===== src/rtl/cordic_issue_sched_pkg.sv =====
// Shared types and defaults for the CORDIC issue scheduler slice.
package pkg_msg;

  localparam int SCHED_FIFO_DEPTH = 8;
  localparam int SCHED_CREDITS    = 8;
  localparam int THETA_W          = 48;
  localparam int CNT_W            = 4;

  typedef enum logic [1:0] {
    SCHED_IDLE  = 2'd0,
    SCHED_ISSUE = 2'd1,
    SCHED_STALL = 2'd2
  } sched_state_t;

endpackage


===== src/rtl/cordic_issue_sched_sync_fifo.sv =====
// Synchronous FIFO with flush; head word is visible combinationally on o_data.
module sync_fifo #(
  parameter int WIDTH = 48,
  parameter int DEPTH = 8
) (
  input  logic                     i_clk,
  input  logic                     i_rst_n,
  input  logic                     i_flush,
  input  logic                     i_push,
  input  logic                     i_pop,
  input  logic [WIDTH-1:0]         i_data,
  output logic [WIDTH-1:0]         o_data,
  output logic                     o_full,
  output logic                     o_empty,
  output logic [$clog2(DEPTH):0]   o_level
);

  localparam int PW = $clog2(DEPTH);
  localparam int LW = PW + 1;

  logic [WIDTH-1:0] mem_q [DEPTH];
  logic [PW-1:0]    wr_ptr_q, wr_ptr_d;
  logic [PW-1:0]    rd_ptr_q, rd_ptr_d;
  logic [LW-1:0]    level_q, level_d;
  logic             push_ok;
  logic             pop_ok;

  // A push into a full FIFO is still accepted when the head leaves in the same cycle.
  assign pop_ok  = i_pop && !o_empty && !i_flush;
  assign push_ok = i_push && !i_flush && (!o_full || pop_ok);

  always_comb begin
    wr_ptr_d = wr_ptr_q;
    rd_ptr_d = rd_ptr_q;
    level_d  = level_q;
    if (push_ok) begin
      wr_ptr_d = wr_ptr_q + PW'(1);
    end
    if (pop_ok) begin
      rd_ptr_d = rd_ptr_q + PW'(1);
    end
    unique case ({push_ok, pop_ok})
      2'b10:   level_d = level_q + LW'(1);
      2'b01:   level_d = level_q - LW'(1);
      default: level_d = level_q;
    endcase
    if (i_flush) begin
      wr_ptr_d = '0;
      rd_ptr_d = '0;
      level_d  = '0;
    end
  end

  always_ff @(posedge i_clk) begin
    if (!i_rst_n) begin
      wr_ptr_q <= '0;
      rd_ptr_q <= '0;
      level_q  <= '0;
    end else begin
      wr_ptr_q <= wr_ptr_d;
      rd_ptr_q <= rd_ptr_d;
      level_q  <= level_d;
    end
  end

  always_ff @(posedge i_clk) begin
    if (push_ok) begin
      mem_q[wr_ptr_q] <= i_data;
    end
  end

  assign o_data  = mem_q[rd_ptr_q];
  assign o_empty = (level_q == '0);
  assign o_full  = (level_q == LW'(DEPTH));
  assign o_level = level_q;

endmodule


===== src/rtl/cordic_issue_sched.sv =====
// Queues angle words and issues them to the CORDIC core, one per cycle,
// limited by downstream result-buffer credits and the pipeline enable.
module cordic_issue_sched
  import pkg_msg::*;
#(
  parameter int FIFO_DEPTH = SCHED_FIFO_DEPTH,
  parameter int CREDITS    = SCHED_CREDITS
) (
  input  logic               i_clk,
  input  logic               i_rst_n,
  input  logic [THETA_W-1:0] i_theta,
  input  logic               i_theta_valid,
  input  logic               i_flush,
  input  logic               i_pipeline_en,
  input  logic               i_result_pop,
  output logic               o_cordic_start,
  output logic [THETA_W-1:0] o_cordic_theta,
  output logic [CNT_W-1:0]   o_fifo_level,
  output logic [CNT_W-1:0]   o_credit,
  output logic               o_overflow,
  output logic               o_credit_err,
  output logic               o_busy
);

  localparam int LW = $clog2(FIFO_DEPTH) + 1;
  localparam logic [CNT_W-1:0] CREDIT_MAX = CNT_W'(CREDITS);

  sched_state_t       state_q, state_d;
  logic [CNT_W-1:0]   credit_q, credit_d;
  logic               start_q, start_d;
  logic [THETA_W-1:0] theta_q, theta_d;
  logic               ovf_q, ovf_d;
  logic               err_q, err_d;

  logic [THETA_W-1:0] fifo_head;
  logic               fifo_full;
  logic               fifo_empty;
  logic [LW-1:0]      fifo_level;

  logic               issue;
  logic               push_req;
  logic               pop_ok;
  logic               drained;

  assign push_req = i_theta_valid && !i_flush;
  assign pop_ok   = i_result_pop && (credit_q != CREDIT_MAX) && !i_flush;
  assign issue    = (state_q != SCHED_STALL) && !fifo_empty && (credit_q != '0)
                    && i_pipeline_en && !i_flush;
  assign drained  = fifo_empty || (issue && (fifo_level == LW'(1)));

  sync_fifo #(
    .WIDTH (THETA_W),
    .DEPTH (FIFO_DEPTH)
  ) u_fifo (
    .i_clk   (i_clk),
    .i_rst_n (i_rst_n),
    .i_flush (i_flush),
    .i_push  (push_req),
    .i_pop   (issue),
    .i_data  (i_theta),
    .o_data  (fifo_head),
    .o_full  (fifo_full),
    .o_empty (fifo_empty),
    .o_level (fifo_level)
  );

  // Issue decisions are registered, so the CORDIC sees start/theta one cycle after the pop.
  always_comb begin
    state_d  = state_q;
    credit_d = credit_q;
    start_d  = issue;
    theta_d  = issue ? fifo_head : theta_q;
    ovf_d    = push_req && fifo_full && !issue;
    err_d    = i_result_pop && (credit_q == CREDIT_MAX) && !i_flush;

    unique case ({pop_ok, issue})
      2'b10:   credit_d = credit_q + CNT_W'(1);
      2'b01:   credit_d = credit_q - CNT_W'(1);
      default: credit_d = credit_q;
    endcase

    unique case (state_q)
      SCHED_IDLE: begin
        if (!fifo_empty) begin
          state_d = i_pipeline_en ? SCHED_ISSUE : SCHED_STALL;
        end
      end
      SCHED_ISSUE: begin
        if (!i_pipeline_en) begin
          state_d = SCHED_STALL;
        end else if (drained && !push_req) begin
          state_d = SCHED_IDLE;
        end
      end
      SCHED_STALL: begin
        if (i_pipeline_en) begin
          state_d = SCHED_ISSUE;
        end
      end
      default: state_d = SCHED_IDLE;
    endcase

    if (i_flush) begin
      state_d  = SCHED_IDLE;
      credit_d = CREDIT_MAX;
      start_d  = 1'b0;
      theta_d  = '0;
      ovf_d    = 1'b0;
      err_d    = 1'b0;
    end
  end

  always_ff @(posedge i_clk) begin
    if (!i_rst_n) begin
      state_q  <= SCHED_IDLE;
      credit_q <= CREDIT_MAX;
      start_q  <= 1'b0;
      theta_q  <= '0;
      ovf_q    <= 1'b0;
      err_q    <= 1'b0;
    end else begin
      state_q  <= state_d;
      credit_q <= credit_d;
      start_q  <= start_d;
      theta_q  <= theta_d;
      ovf_q    <= ovf_d;
      err_q    <= err_d;
    end
  end

  assign o_cordic_start = start_q;
  assign o_cordic_theta = theta_q;
  assign o_fifo_level   = CNT_W'(fifo_level);
  assign o_credit       = credit_q;
  assign o_overflow     = ovf_q;
  assign o_credit_err   = err_q;
  assign o_busy         = !fifo_empty || (credit_q != CREDIT_MAX);

endmodule


===== config.mk =====
export PLATFORM = sky130hd
export DESIGN_NAME = cordic_issue_sched
export DESIGN_NICKNAME = d
export VERILOG_FILES = /design/src/rtl/cordic_issue_sched_pkg.sv /design/src/rtl/cordic_issue_sched_sync_fifo.sv /design/src/rtl/cordic_issue_sched.sv
export SDC_FILE = /design/constraint.sdc
export NUM_CORES = 1
export LEC_CHECK = 0
export CORE_UTILIZATION = 39
export DETAILED_ROUTE_END_ITERATION = 12
export GPL_ROUTABILITY_DRIVEN = 0
export PLACE_DENSITY = 0.64
export SLEW_MARGIN = 10
export SYNTH_ARGS = -nofsm -noshare
export SYNTH_HDL_FRONTEND = slang
export SYNTH_SLANG_ARGS = --single-unit

===== constraint.sdc =====
create_clock -name i_clk -period 7.6 [get_ports i_clk]
set_clock_uncertainty 0.05 [all_clocks]
set_input_delay 1.52 -clock i_clk [delete_from_list [all_inputs] [get_ports i_clk]]
set_output_delay 1.52 -clock i_clk [all_outputs]
set_load 0.03 [all_outputs]

# Word level (Yosys, flattened, before mapping)

Memories as Yosys holds them, arrays and structs flattened. A register that Yosys moved wholly into a read port is not among the register bits.
Cells that the tools add are included.
W data, S select, Z words.

Add/subtract/negate cells: 6
Eq/ne operators: 14
Multiplexer cells: 10
Bitwise gates (word level): 1
Reduce and logical (&&, ||, !) cells: 32

Operator list:

| cell                  | count |
|---|---|
| $logic_and A1 B1 Y1   | 17 |
| $pmux W4 S2           | 2 |
| $mux W2               | 5 |
| $add A4 B1 Y4 const B | 2 |
| $eq A4 B4 Y1 const B  | 2 |
| $sub A4 B1 Y4 const B | 2 |
| $add A3 B1 Y3 const B | 2 |
| $eq A2 B1 Y1 const B  | 3 |
| $eq A2 B2 Y1 const B  | 3 |
| $ne A2 B2 Y1 const B  | 3 |
| $pmux W2 S3           | 1 |
| $logic_not A1 Y1      | 5 |
| $eq A4 B1 Y1 const B  | 1 |
| $logic_not A4 Y1      | 1 |
| $ne A4 B4 Y1 const B  | 1 |
| $reduce_bool A2 Y1    | 2 |
| $reduce_bool A4 Y1    | 1 |
| $logic_or A1 B1 Y1    | 3 |
| $ne A3 B3 Y1 const B  | 1 |
| $reduce_and A3 Y1     | 1 |
| $logic_not A2 Y1      | 1 |
| $mux W1               | 2 |
| $reduce_or A2 Y1      | 1 |
| $not A1 Y1            | 1 |

Register bits after elaboration: 19
RAM bits: 384
Input bits: 54
Output and inout port bits: 60
Memories: 1

Memory list:

| memory       | words | bits a word | read ports | clocked after Yosys merged registers in | write ports | RTL line                           | RTL |
|---|---|---|---|---|---|---|---|
| u_fifo.mem_q | 8     | 48          | 1          | 1                                       | 1           | cordic_issue_sched_sync_fifo.sv:21 | `logic [WIDTH-1:0] mem_q [DEPTH];` |

# Longest topological paths before layout

Gate-level depths: netlist of the first run.

Depth in word-level cells: 12
Depth in mapped cells: 14
Gate-level depth less buffers: 12

# Hierarchy

From an unflattened synthesis of the first run, not the netlist that was laid out.

Cells, all modules: 921
Area, all modules: 17473.0 um^2

Modules (own cells, without submodules):

| module             | times used | cells each | area each (um^2) | sequential area each (um^2) |
|---|---|---|---|---|
| sync_fifo          | 1          | 653        | 15219.6          | 11791.3 |
| cordic_issue_sched | 1          | 268        | 2253.4           | 1141.1 |

# Least setup slack after synthesis of the first run

OpenSTA, ideal clock, no wires.

Path type: input to register
From: input port i_flush
To: memory u_fifo.mem_q[0][0] (enable)
Library setup time: 0.573 ns
Data arrival time: 6.923 ns
Required time: 6.977 ns
Setup slack: 0.054 ns
Stages: 4
Path buffers: 0
Path through: nand2b_1 -> o311ai_2 -> nand2_1 -> nor4_1

Cells in the longest elaborated chain, start to end: 8
Elaborated cells on any way between the ends: 10
Those cells by class: mux (2); reduce/logical (8)

RTL lines:

| element                           | RTL line                           | RTL |
|---|---|---|
| from (decl)                       | cordic_issue_sched.sv:13           | `input logic i_flush,` |
| $logic_not A1 Y1 (*)              | --                                 |  |
| $logic_and A1 B1 Y1               | cordic_issue_sched.sv:48           | `&& i_pipeline_en && !i_flush;` |
| $logic_and A1 B1 Y1 (2 in series) | cordic_issue_sched_sync_fifo.sv:29 | `assign pop_ok = i_pop && !o_empty && !i_flush;` |
| $logic_or A1 B1 Y1                | cordic_issue_sched_sync_fifo.sv:30 | `assign push_ok = i_push && !i_flush && (!o_full \|\| pop_ok);` |
| $logic_and A1 B1 Y1 (*)           | cordic_issue_sched_sync_fifo.sv:30 |  |
| $mux W1 (*)                       | cordic_issue_sched_sync_fifo.sv:67 | `if (push_ok) begin` |
| $mux W1 (not written as such) (*) | cordic_issue_sched_sync_fifo.sv:68 | `mem_q[wr_ptr_q] <= i_data;` |
| to (decl)                         | cordic_issue_sched_sync_fifo.sv:21 |  |

Every way passes the cells marked *; elsewhere a longest branch is shown, timed or not.

# Final worst setup path of the first run

From: input port i_flush
To: register credit_q[2], in the netlist o_credit[2]

Cells in the longest elaborated chain, start to end: 4
Elaborated cells on any way between the ends: 8
Those cells by class: eq/ne (2); mux (1); reduce/logical (5)

RTL lines:

| element                                                  | RTL line                                           | RTL |
|---|---|---|
| $logic_not A1 Y1                                         | cordic_issue_sched.sv:46, cordic_issue_sched.sv:48 |  |
| $logic_and A1 B1 Y1 (on tied branches)                   | cordic_issue_sched.sv:48, cordic_issue_sched.sv:46 |  |
| $eq A2 B1 Y1 / $eq A2 B2 Y1 (equally long branches)      | cordic_issue_sched.sv:76                           | `unique case ({pop_ok, issue})` |
| $pmux W4 S2 / $reduce_bool A2 Y1 (equally long branches) | --                                                 |  |
| to (signal assigned)                                     | cordic_issue_sched.sv:123                          | `credit_q <= credit_d;` |
| to (decl)                                                | cordic_issue_sched.sv:29                           | `logic [CNT_W-1:0] credit_q, credit_d;` |

Several ways; a longest one is shown, not always the timed one.
A chain may end at the register's enable or synchronous reset.

==> results of run 1 <==
cells in the final DEF (no fill, tap or decap), types with 5 or more instances in the layout:
cell / n
edfxtp_1: 384
mux4_2: 96
xor2_1: 5
ha_1: 9
nor2_1: 11
clkbuf_16: 47
mux2i_1: 52
clkbuf_1: 8
nand2b_1: 8
clkinv_1: 6
a21oi_1: 55
dfxtp_1: 64
clkdlybuf4s50_1: 113
o21ai_1: 39
clkbuf_8: 6
nand2_1: 14
buf_4: 17
clkinv_2: 10
o21ai_0: 14
per-stage QoR:
stage,hold WS [ps],cell area (um^2),power (mW),util (%)
after floorplan,436,17000,2.83,-
after global placement,461,18800,2.91,43.7
after detailed placement,461,18800,2.91,43.7
after CTS,473,20300,5.21,47.3
after global routing,498,20300,5.32,47.3
final,473,20300,5.16,47.3
registers in the layout, indices dropped and copies added, names as in the netlist:
signal and count:
o_cordic_start 1, o_credit 4, u_fifo.o_level 4, o_cordic_theta 48
u_fifo.wr_ptr_q 3, state_q 2, u_fifo.mem_q 384, u_fifo.rd_ptr_q 3
o_overflow 1, o_credit_err 1
critical path: stages:
cell,delay [ps]
clkdlybuf4s50_1,520
nand2b_1,240
or4_4,570
inv_4,730
ha_1,390
xor2_1,170
ha_1,160
a21oi_1,50
xor2_1,170
or3_1,310
a21oi_1,140
power groups by stage:
stage	combinational [mW]	clock [mW]	sequential [mW]
floorplan	0.0615	0	2.77
global placement	0.149	0	2.76
detailed placement	0.153	0	2.76
CTS	0.154	2.35	2.71
global route	0.165	2.44	2.71
finish	0.150	2.30	2.71
area by class of cell:
| cell class | instances | share of cell area, % |
|---|---|---|
| clock buffers | 61 | 6.34 |
| clock inverters | 27 | 1.34 |
| inverters | 4 | 0.0862 |
| multi-input cells | 346 | 19.1 |
| flip-flops and latches | 451 | 63.4 |
| well taps | 585 | 3.60 |
| repair buffers | 130 | 6.19 |
kinds of logic (layout without fill, tap and decap cells):
kind of cell	after synthesis	in the layout
mux	148	148
buf+inv	51	222
fa+ha+maj	9	9
flops	451	451
simple gates	64	64
xor+xnor	7	7
compound gates	118	118
worst paths after layout:
kind | startpoint | end
worst max-delay path | i_flush | o_credit[2]$_SDFFE_PP0P_
worst min-delay path | o_cordic_theta[45]$_SDFFE_PP0P_ | o_cordic_theta[45]$_SDFFE_PP0P_
worst max register to register | u_fifo.o_level[0]$_SDFFE_PP0P_ | o_credit[2]$_SDFFE_PP0P_
worst min register to register | o_cordic_theta[45]$_SDFFE_PP0P_ | o_cordic_theta[45]$_SDFFE_PP0P_
layer usage:
layer  share of wire [%]  wire length [um]  vias up  GRT usage [%]
li1                    -                 -     3723              -
met1                  45             15300     4244           21.4
met2                  48             16200      170           25.4
met3                 4.5              1520       57           3.02
met4                 2.1               703        4           5.37
met5               0.056                19        -              0
==> results.json, run 1 <==
{
  "run_status": "finished, final reports clean",
  "power.switching_mw": 1.05,
  "core_mm2": 0.0430,
  "yosysMostFrequentCell": "edfxtp_1",
  "cts_tree": "done",
  "synthMuxAreaShare_pct": 15.8,
  "vias_per_cell": 5.11,
  "yosys-top-cells-area": "edfxtp_1, mux4_2, dfxtp_1",
  "rsz0062_at_grt": "no",
  "power_frac_comb_pct": 2.9,
  "antenna_found_initial": 2,
  "clockBufferDepth": 3,
  "reg2reg_slack_ps": 3770,
  "layout_setup_ws_ps": 3090,
  "synth_seq_cells": 451,
  "worst_pin_slew_ps": 1090,
  "fp.dieArea_mm2": 0.0443,
  "synth_seq_area_share_pct": 75.9,
  "num_io_pins": 114,
  "cts_buffers": 47,
  "post-cts-setup-buffers": 0,
  "p_leak_nw": 6.28,
  "vias": 8198,
  "cp.required_ps": 8050,
  "grt_use_total_pct": 15.7,
  "syn2layout_area_growth_pct": 19.8,
  "hp-class": "register to register",
  "peakVddDrop_uv": 185,
  "crit_fanout": 102,
  "totalWireLength_um": 33800,
  "power.share.clock_pct": 44.5,
  "seqPwrFrac_pct": 52.5,
  "antenna_cells": 0,
  "start_kind": "primary input",
  "post-route-period-util_pct": 59.3,
  "drv_cap": 0,
  "slew_headroom_pct": 27.3,
  "drcViolationCount": 0,
  "cellPowerDensity_mw_per_mm2": 254,
  "ys.flop_type": "edfxtp_1",
  "hold_viol": 0,
  "seq_area_mm2": 0.0129,
  "wire_per_inst_um": 21.1,
  "cts.sinks": 451,
  "switching_share_pct": 20.3,
  "die_x_um": 211,
  "worstSetupPathType": "primary input to register",
  "nets": 1043,
  "grt_pass1_vias": 8802,
  "clkTransAtPathRegs_ps": 60,
  "syn_nets": 911,
  "synth_commonest_cells": "edfxtp_1, mux4_2, dfxtp_1, a21oi_1, mux2i_1",
  "synth.avg_cell_area_um2": 20.0,
  "setup_tns_ps": 0,
  "min_period_ps": 4510,
  "async_flop_share_pct": 0,
  "yosysTopAreaCellShare_pct": 68.0,
  "postCtsHoldBufs": 0,
  "initial_core_util_pct": 39.5,
  "synthSimpleGateAreaFrac_pct": 1.98,
  "synth_edf_count": 384,
  "overflow": 0,
  "port_buffers": 113,
  "clockRootBuffer": "clkbuf_16",
  "cts.repair.resized": 0,
  "yosys.area.top_type": "edfxtp_1",
  "synth-adder-area-share_pct": 0.664,
  "dp_hpwl_um": 19300,
  "drtIter0Drc": 438,
  "ys_types": 40,
  "dr.pass1.iters": 4,
  "die_h_um": 211,
  "drive_gt1_share_pct": 20.1,
  "rr_worst_depth": 12,
  "end_kind": "register",
  "worst_ep_arrival_time_ps": 4960,
  "final_cells": 1604,
  "dpl.cell_count": 1516,
  "synth_compound_area_share_pct": 3.71,
  "multi_input_area_mm2": 0.00388,
  "fillCellCount": 3656,
  "synth_top_family_by_area": "multiplexers",
  "grt_pass1_wl_um": 52400,
  "rows": 76,
  "setup_viol": 0,
  "postSynthCellCount": 848,
  "clock_latency_ps": 580,
  "yosysWarnings": 0,
  "p_int_mw": 4.11,
  "place_ws_ps": 2440,
  "fmax_mhz": 222,
  "holdPathStages": 2,
  "antenna_left": 0,
  "synthesis.area_mm2": 0.0170,
  "grt_max_degree": 103,
  "final-max-slew-violation-count": 0,
  "htree_num_levels": 2,
  "synth_xor_area_share_pct": 0.361
}
Note: power is estimated with default switching activity, not from simulation.
==> run 2, diff against run 1 <==
clock period = 3.6 ns   (was 7.6 ns; I/O delays follow)
==> run 2 against run 1 <==
Against the previous run: global-route usage is 0.58 points lower; sequential share of layout area is 0.80 points lower; total power is 110% higher; register-to-register slack worse by 3300 ps; critical path depth is 6 lower; routed wire length is 2.7% lower; hold slack worse by 3.6 ps; cell count is 0.62% higher; sequential power is 110% higher.
==> results.json, run 2 (synthesized netlist as in run 1, its figures left out) <==
{
  "run_status": "finished, final reports clean",
  "post-route-period-util_pct": 90.6,
  "layout_commonest_cell": "edfxtp_1",
  "end_kind": "output port",
  "grt_max_degree": 101,
  "final_cells": 1614,
  "vias_per_cell": 5.07,
  "worst_pin_slew_ps": 1030,
  "slew_headroom_pct": 31.1,
  "vias": 8185,
  "min_period_ps": 3260,
  "postCtsHoldBufs": 0,
  "largest_reg_flops": 384,
  "place_ws_ps": 196,
  "final-max-slew-violation-count": 0,
  "most-common-layout-cells": "edfxtp_1, clkdlybuf4s50_1, mux4_2, dfxtp_1, a21oi_1",
  "clkTransAtPathRegs_ps": 60,
  "path_buf_inv": 2,
  "overflow": 0,
  "antenna_left": 0,
  "die_h_um": 211,
  "crit_fanout": 5,
  "cp_top_family": "buffers and inverters",
  "hold_slack_ps": 469,
  "wire_per_inst_um": 20.4,
  "dp_hpwl_um": 19600,
  "peakVddDrop_uv": 333,
  "clockRootBuffer": "clkbuf_16",
  "clock_latency_ps": 550,
  "reg2reg_slack_ps": 520,
  "start_kind": "register",
  "drcViolationCount": 0,
  "syn2layout_area_growth_pct": 21.4,
  "post-cts-setup-buffers": 0,
  "top_register": "u_fifo.mem_q",
  "grt_pass1_wl_um": 50700,
  "worstSetupPathType": "register to output port",
  "htree_num_levels": 2,
  "rows": 76,
  "fp.dieArea_mm2": 0.0443,
  "drtIter0Drc": 562,
  "dr.pass1.iters": 4,
  "worst_ep_arrival_time_ps": 2490,
  "hp-class": "register to register",
  "setup_viol": 0,
  "drv_cap": 0,
  "fmax_mhz": 307,
  "layout_setup_ws_ps": 339,
  "hold_viol": 0,
  "cts_tree": "done",
  "cts_buffers": 47,
  "nets": 1055,
  "cts.repair.resized": 0,
  "port_buffers": 113,
  "grt_pass1_vias": 8552,
  "p_leak_nw": 6.36,
  "cellPowerDensity_mw_per_mm2": 525,
  "cp.required_ps": 2830,
  "rsz0062_at_grt": "no",
  "fin_util_pct": 47.9,
  "core_mm2": 0.0430,
  "cts.sinks": 451,
  "totalWireLength_um": 32900,
  "num_io_pins": 114,
  "initial_core_util_pct": 39.5,
  "grt_use_total_pct": 15.1,
  "die_x_um": 211,
  "slowest_stage": "clkdlybuf4s50_1",
  "drive_gt1_share_pct": 21.2,
  "dpl.cell_count": 1528,
  "path_cells": "inv_1, ha_1, nor3b_1, nand3_1, clkdlybuf4s50_1",
  "antenna_found_initial": 2,
  "clockBufferDepth": 3,
  "slowest_delay_ps": 640
}
[run 2: path summary, 6_finish.rpt]
| path | start | cells after the start | to |
|---|---|---|---|
| setup / recovery | u_fifo.o_level[1]$_SDFFE_PP0P_ | 5 | o_busy |
| hold / removal | o_cordic_theta[20]$_SDFFE_PP0P_ | 2 | o_cordic_theta[20]$_SDFFE_PP0P_ |
| setup reg to reg | u_fifo.o_level[0]$_SDFFE_PP0P_ | 10 | u_fifo.o_level[3]$_SDFFE_PP0P_ |
| hold reg to reg | o_cordic_theta[20]$_SDFFE_PP0P_ | 2 | o_cordic_theta[20]$_SDFFE_PP0P_ |
[run 2: worst min-delay path, delay by kind of cell (launching register included)]
family         cells  cell delay, ps
AO/OA/AOI/OAI      2             160
flip-flops         1             310
[run 2: metrics by stage]
step | total power [mW] | area [um^2] | TNS, ps
4_1_cts | 10.9 | 20600 | 0
5_1_grt | 11.1 | 20600 | 0
3_3_place_gp | 6.16 | 19100 | 0
2_1_floorplan | 5.98 | 17000 | -116800
3_5_place_dp | 6.17 | 19100 | 0
6_report | 10.8 | 20600 | 0
[run 2: where the power goes]
group | leakage, nW | switching [mW] | internal [mW]
clock network | 0.754 | 1.94 | 2.82
registers | 4.01 | 0.0178 | 5.70
logic | 1.59 | 0.185 | 0.143
[run 2: cell type report]
cell class              count  area, um^2
fillers                  3629       22400
clock buffers              62        1290
repair buffers            142        1500
inverters                   4        17.5
diodes                      1        2.50
clock inverters            23         240
flip-flops and latches    451       12900
well taps                 585         732
multi-input cells         346        3920
[run 2: layer usage]
metal  track usage, %  up-vias  wire length [um]
met5                0        -                11
met4             4.02        2               535
met3             2.67       40              1470
met2             25.6      180             16200
met1             20.3     4203             14600
li1                 -     3760                 -
